`src/rtl/serial_adder.sv`:
```
// Bit-serial WIDTH-bit adder: feeds operands LSB-first through one fulladder cell,
// recirculating carry through a flop, and pulses done when {cout,sum} is valid.
module serial_adder #(
    parameter int WIDTH = 8
) (
    input  logic             clk,
    input  logic             rst,
    input  logic             start,
    input  logic [WIDTH-1:0] a,
    input  logic [WIDTH-1:0] b,
    input  logic             cin,
    output logic             busy,
    output logic             done,
    output logic [WIDTH-1:0] sum,
    output logic             cout
);
    localparam int CW = $clog2(WIDTH);
    localparam logic [CW-1:0] CNT_LAST = CW'(WIDTH - 1);

    localparam logic [1:0] S_IDLE  = 2'd0;
    localparam logic [1:0] S_SHIFT = 2'd1;
    localparam logic [1:0] S_DONE  = 2'd2;

    logic [1:0]       state_q, state_d;
    logic [WIDTH-1:0] a_q, a_d, b_q, b_d, ps_q, ps_d, sum_q, sum_d;
    logic             carry_q, carry_d, cout_q, cout_d;
    logic [CW-1:0]    cnt_q, cnt_d;
    logic             fa_s, fa_c;

    fulladder u_fa (
        .x (a_q[0]),
        .y (b_q[0]),
        .z (carry_q),
        .S (fa_s),
        .C (fa_c)
    );

    always_comb begin
        state_d = state_q;
        a_d     = a_q;
        b_d     = b_q;
        ps_d    = ps_q;
        carry_d = carry_q;
        cnt_d   = cnt_q;
        sum_d   = sum_q;
        cout_d  = cout_q;
        case (state_q)
            S_IDLE, S_DONE: begin
                // DONE accepts start exactly like IDLE so operations can run back-to-back
                if (start) begin
                    a_d     = a;
                    b_d     = b;
                    carry_d = cin;
                    ps_d    = '0;
                    cnt_d   = '0;
                    state_d = S_SHIFT;
                end else begin
                    state_d = S_IDLE;
                end
            end
            S_SHIFT: begin
                a_d     = a_q >> 1;
                b_d     = b_q >> 1;
                ps_d    = {fa_s, ps_q[WIDTH-1:1]};
                carry_d = fa_c;
                cnt_d   = cnt_q + 1'b1;
                if (cnt_q == CNT_LAST) begin
                    sum_d   = {fa_s, ps_q[WIDTH-1:1]};
                    cout_d  = fa_c;
                    cnt_d   = '0;
                    state_d = S_DONE;
                end
            end
            default: state_d = S_IDLE;
        endcase
    end

    always_ff @(posedge clk or posedge rst) begin
        if (rst) begin
            state_q <= S_IDLE;
            a_q     <= '0;
            b_q     <= '0;
            ps_q    <= '0;
            carry_q <= 1'b0;
            cnt_q   <= '0;
            sum_q   <= '0;
            cout_q  <= 1'b0;
        end else begin
            state_q <= state_d;
            a_q     <= a_d;
            b_q     <= b_d;
            ps_q    <= ps_d;
            carry_q <= carry_d;
            cnt_q   <= cnt_d;
            sum_q   <= sum_d;
            cout_q  <= cout_d;
        end
    end

    assign busy = (state_q == S_SHIFT);
    assign done = (state_q == S_DONE);
    assign sum  = sum_q;
    assign cout = cout_q;
endmodule

// Single-bit full adder cell used as the serial adder's datapath.
module fulladder (
    input  logic x,
    input  logic y,
    input  logic z,
    output logic S,
    output logic C
);
    assign S = x ^ y ^ z;
    assign C = (x & y) | (x & z) | (y & z);
endmodule

```
`config.mk`:
```
export PLATFORM = sky130hd
export DESIGN_NAME = serial_adder
export DESIGN_NICKNAME = d
export VERILOG_FILES = /design/src/rtl/serial_adder.sv
export SDC_FILE = /design/constraint.sdc
export NUM_CORES = 1
export LEC_CHECK = 0
export CAP_MARGIN = 20
export CORE_ASPECT_RATIO = 2
export CORE_MARGIN = 8
export CORE_UTILIZATION = 55
export CTS_CLUSTER_SIZE = 10
export DETAILED_ROUTE_END_ITERATION = 8
export DONT_BUFFER_PORTS = 1
export MAX_ROUTING_LAYER = met4
export PLACE_DENSITY = 0.7
export SYNTH_ARGS = -nofsm -noshare
export SYNTH_HDL_FRONTEND = slang
export SYNTH_HIERARCHICAL = 1
export SYNTH_SLANG_ARGS = --single-unit
export TNS_END_PERCENT = 1
```
`constraint.sdc`:
```
create_clock -name clk -period 2.6 [get_ports clk]
set_input_delay 0.13 -clock clk [delete_from_list [all_inputs] [get_ports clk]]
set_output_delay 0.13 -clock clk [all_outputs]
set_load 0.01 [all_outputs]
```
Word level (Yosys, flattened, before mapping)

Cells that the tools add are included.

Bits in registers: 39
Output and inout port bits: 11
Bits of input ports: 20
Logic and storage cells: 40

Mux-type cells: 14
Bitwise operators: 7
Reductions and logical operators: 5
$add $sub $neg: 1
Equal/unequal tests: 5

Operators with widths:

| operator            | count |
|---|---|
| $pmux 8 s2          | 3 |
| $mux 8              | 3 |
| $mux 3              | 2 |
| $pmux 3 s2          | 1 |
| $pmux 2 s2          | 1 |
| $reduce_and 2->1    | 2 |
| $add 3x1->3 const B | 1 |
| $and 1x1->1         | 3 |
| $eq 3x3->1 const B  | 1 |
| $eq 2x1->1 const B  | 1 |
| $eq 2x2->1 const B  | 1 |
| $logic_not 2->1     | 1 |
| $mux 1              | 2 |
| $mux 2              | 1 |
| $ne 2x1->1 const B  | 1 |
| $ne 2x2->1 const B  | 1 |
| $or 1x1->1          | 2 |
| $pmux 1 s2          | 1 |
| $reduce_bool 2->1   | 1 |
| $reduce_or 2->1     | 1 |
| $xor 1x1->1         | 2 |

Logic depth before layout (Yosys ltp)

Depth after elaboration: 4
Depth in mapped cells: 6
Mapped depth without buffers: 4

Hierarchy

The synthesis kept the hierarchy.

Modules (own cells, without submodules):

| module       | times used | area each (sq um) | seq. area each (sq um) | cells an instance |
|---|---|---|---|---|
| serial_adder | 1          | 1601.5            | 950.9                  | 128 |
| fulladder    | 1          | 20.0              | 0.0                    | 1 |

Worst setup path before layout

No wires, ideal clock.

Kind: reg2reg
Start: reg cnt_q[0]
End: reg cout_q, in the netlist cout
Path buffers: 0
Data required time: 2.475 ns
Data arrival time: 1.233 ns
Stages on the path, launching flop included: 5
Slack: 1.242 ns
Setup time: 0.125 ns
Clock period less this slack: 1.358 ns
Cells stage by stage: dfrtp_1 ha_1 ha_1 nand2_8 mux2_4

Cells in the longest elaborated chain, start to end: 2

RTL lines:

| item                              | line | text |
|---|---|---|
| start: declaration                | 27   | `logic [CW-1:0] cnt_q, cnt_d;` |
| start signal: assignment          | 94   | `cnt_q <= cnt_d;` |
| $eq 3x3->1                        | 67   | `if (cnt_q == CNT_LAST) begin` |
| $reduce_and 2->1 (no source line) | --   |  |
| end signal: assignment            | 96   | `cout_q <= cout_d;` |
| end: declaration                  | 26   | `logic carry_q, carry_d, cout_q, cout_d;` |

Every way passes these cells.
A chain may end at the register's enable or synchronous reset.

Worst setup path in the final report

Start: reg state_q[0]
End: reg cnt_q[0]

Elaborated cells on any way between the ends: 8
Those cells by class: eq/ne (3); mux (1); reduce/logical (4)

RTL lines:

| item                               | line | text |
|---|---|---|
| start: declaration                 | 24   | `logic [1:0] state_q, state_d;` |
| start signal: assignment           | 89   | `state_q <= state_d;` |
| $eq 2x1->1 (*)                     | --   |  |
| net busy                           | 12   | `output logic busy,` |
| $reduce_bool 2->1 (no source line) | --   |  |
| $reduce_and 2->1 (no source line)  | --   |  |

Mark *: on every way through the listed nets, which the timed path passes. The rest lies on a longest branch.

==> impl_results.md <==
- Status: finished, final reports clean
- Filler cells: 235
- TritonCTS clock tree: done
- Slowest stage delay, CP: 0.46 ns
- Startpoint Class: flip-flop
- Reg clk slew, reported paths: 0.07 ns
- Final setup fails: 0
- Worst Tran Pin Value: between 0.8 and 0.9 ns
- WP data required: 2.83 ns
- Commonest non-fill, non-tap cell in the layout: dfrtp_1
- Diode count: 0
- Maximum fanout along the worst path: 25
- Synthesized cell area: between 1500 and 2000 µm²
- Mux contribution to synthesized area: 0.103
- Fin crit share: 0.566
- DRC Markers: 0
- Starting Density: 0.564
- Max VDD drop: 671 µV
- Clock power frac: 0.204
- Power Density: 1360 nW/µm²
- Initial DRC Count: 30
- Ports: 31
- DR vias: between 1000 and 1500
- Switch share: 0.353
- Yosys reg bits: 38
- Rel. slew slack: 0.433
- Critical Path AT: 1.70 ns
- Area of the core: 2870 µm²
- Clk sinks: 38
- Setup Total Neg Slack: 0 ns
- Tot GR Track Use: 0.135
- # rows: 28
- Drt wl/cell: around 19 µm
- Max Cap Viol: 0
- Min-Delay Path Class: primary input to flip-flop
- WL final: 3.07 mm
- Post-DRT Antenna Nets: 0
- Fmax: roughly 680 MHz
- Pre-antenna DRT Iters: 4
- CP Class: flip-flop to flip-flop
- Die X: 54.4 µm
- Longest Clk Path Bufs: 2
- Clk_skew: 0.00851 ns
- GRT overflow: 0
- Tmin final: 1.47 ns
- Unrepaired setup endpoints after global routing: false
- Clock buffers created by TritonCTS: 5
- Clk Latency, worst-skew pair: between 0.2 and 0.3 ns
- Pint: 0.00156 W
- CP Cell Sequence: nand2b_1, inv_8, nor2_2, mux2_2
- Die area: 5050 µm²
- Ys Warns: 6
- Dpl hpwl: 2.10 mm
- Compound-gate portion of the synthesized area: 0.123
- P_sw: 0.000852 W
- CTS resizes: 0
- Post-CTS setup buffers: 0
- Sequential power share: 0.449
- Synth Area in Simple Gates: 0.117
- Seq/Total Area, Yosys: 0.586
- Design Area, Final: 1770 µm²
- Vias/cell: just over 6
- Routability Congestion: 0.729
- Vias in the first global route: 1082
- Mapped Nets: 152
- Nets: 157
- Chip height: between 90 and 100 µm
- Area post-placement: 1630 µm²
- Root Buffer Master: clkbuf_8
- Initial antenna violation count: 0
- CP max stage cell: dfrtp_1
- Post-Synth XOR/XNOR Area: 0
- Buffers on Ports: 0
- First-pass GRT wire length: 5.03 mm
- LEAKAGE: 0.813 nW
- Hold slack: roughly 0.035 ns
- Largest family of logic cells by synthesized area: compound AO/OA/AOI/OAI gates
- Syn_area_per_cell: about 13 µm²
- Synthesized-area fraction occupied by adder cells: 0.0278
- Area grow syn2layout: 9.34%
- Share of post-route cells with drive strength above 1: 0.178
- Cell variety after synth: 24
- Largest net degree at the start of global routing: 26
- Max Slew Vio Count: 0
- Htree depth: 2
- Syn Inst Count: 129
- Final hold violation count: 0
- Commonest cells after routing, fill and taps aside: 38 x dfrtp_1, 14 x nor2_1, 13 x o22ai_1, 13 x nor3_1, 10 x a22o_1
- Combinational share of power: 0.347
- Critical Path Sink Type: flip-flop
## logic make-up (layout without fill, tap and decap cells)
kind of cell | Yosys count | count (layout)
flops | 38 | 38
simple gates | 37 | 37
compound gates | 28 | 28
mux | 12 | 12
buf+inv | 11 | 17
fa+ha+maj | 3 | 3
## registers in the layout (all words and copies together) (netlist names)
register,cells
a_q,8
ps_q,7
state_q,2
cout,1
sum,8
b_q,8
carry_q,1
cnt_q,3
## cell type report
class / count / area (µm²) / area share
Clock buffer: 5 / 68.8 / 0.0388
Sequential cell: 38 / 951 / 0.536
Multi-Input combinational cell: 80 / 599 / 0.338
Timing Repair Buffer: 6 / 52.6 / 0.0296
Tap cell: 30 / 37.5 / 0.0212
Inverter: 3 / 18.8 / 0.0106
Clock inverter: 3 / 45.0 / 0.0254
## cell usage after synthesis
library cell	instances	share of area
a211oi_1	1	0.0046
a21oi_1	1	0.0031
a22o_1	10	0.054
a22oi_1	1	0.0046
buf_2	6	0.019
buf_6	2	0.014
dfrtp_1	38	0.59
fa_1	1	0.012
ha_1	2	0.015
inv_1	2	0.0046
inv_8	1	0.0069
mux2_2	1	0.0069
mux2_4	9	0.083
mux2i_1	2	0.012
nand2_1	1	0.0023
nand2_8	1	0.012
nand2b_1	2	0.0077
nand3_1	2	0.0062
nor2_1	14	0.032
nor2_2	1	0.0039
nor2b_1	3	0.012
nor3_1	13	0.040
o21ai_0	2	0.0062
o22ai_1	13	0.050
## per-stage QoR
| step | utilization | total power (W) | std cells | setup WS [ns] |
|---|---|---|---|---|
| finish | 0.617 | 0.00241 | 165 | 1.13 |
| global route | 0.617 | 0.00259 | 165 | 0.989 |
| CTS | 0.617 | 0.00244 | 165 | 1.12 |
| detailed placement | 0.567 | 0.00194 | 154 | 1.14 |
| global placement | 0.567 | 0.00191 | 154 | 1.15 |
| floorplan | - | 0.00179 | 129 | 1.24 |
## power groups by stage
| stage | logic, W | clock network [W] | registers [W] |
|---|---|---|---|
| floorplan | 0.000747 | 0 | 0.00104 |
| global placement | 0.000815 | 0 | 0.00109 |
| detailed placement | 0.000838 | 0 | 0.00110 |
| CTS | 0.000847 | 0.000507 | 0.00109 |
| global route | 0.000939 | 0.000525 | 0.00112 |
| finish | 0.000838 | 0.000492 | 0.00108 |
## what timing repair did
action                                  CTS  global route
endpoints found under the setup margin    0             0
hold buffers                              3             0
endpoints found under the hold margin    24             0
## worst max-delay path, delay by kind of cell (launching register included)
family        cells  cell delay [ns]
simple gates      2             0.59
buf+inv           1             0.13
flops             1             0.46
mux               1             0.23
## final timing paths
kind | start | to | slack [ns] | cells past startpoint
worst max-delay path | state_q[0] | cnt_q[0] | 1.13 | 4
max in group asynchronous | rst | b_q[3] | 1.41 | 3
worst min-delay path | a[3] | a_q[3] | 0.04 | 2
worst min register to register | ps_q[1] | ps_q[1] | 0.50 | 1
worst max register to register | state_q[0] | cnt_q[0] | 1.13 | 4
min in group asynchronous | rst | sum[1] | 0.45 | 2
## metal layers
layer / vias to the layer above / share of wire / GRT usage
met3: 6 / 0.066 / 0.0465
met2: 32 / 0.48 / 0.202
met4: 0 / 0.019 / 0.0640
met1: 503 / 0.44 / 0.156
met5: - / 0 / -
li1: 480 / - / -
No activity file was read; power rests on OpenSTA's default activity.
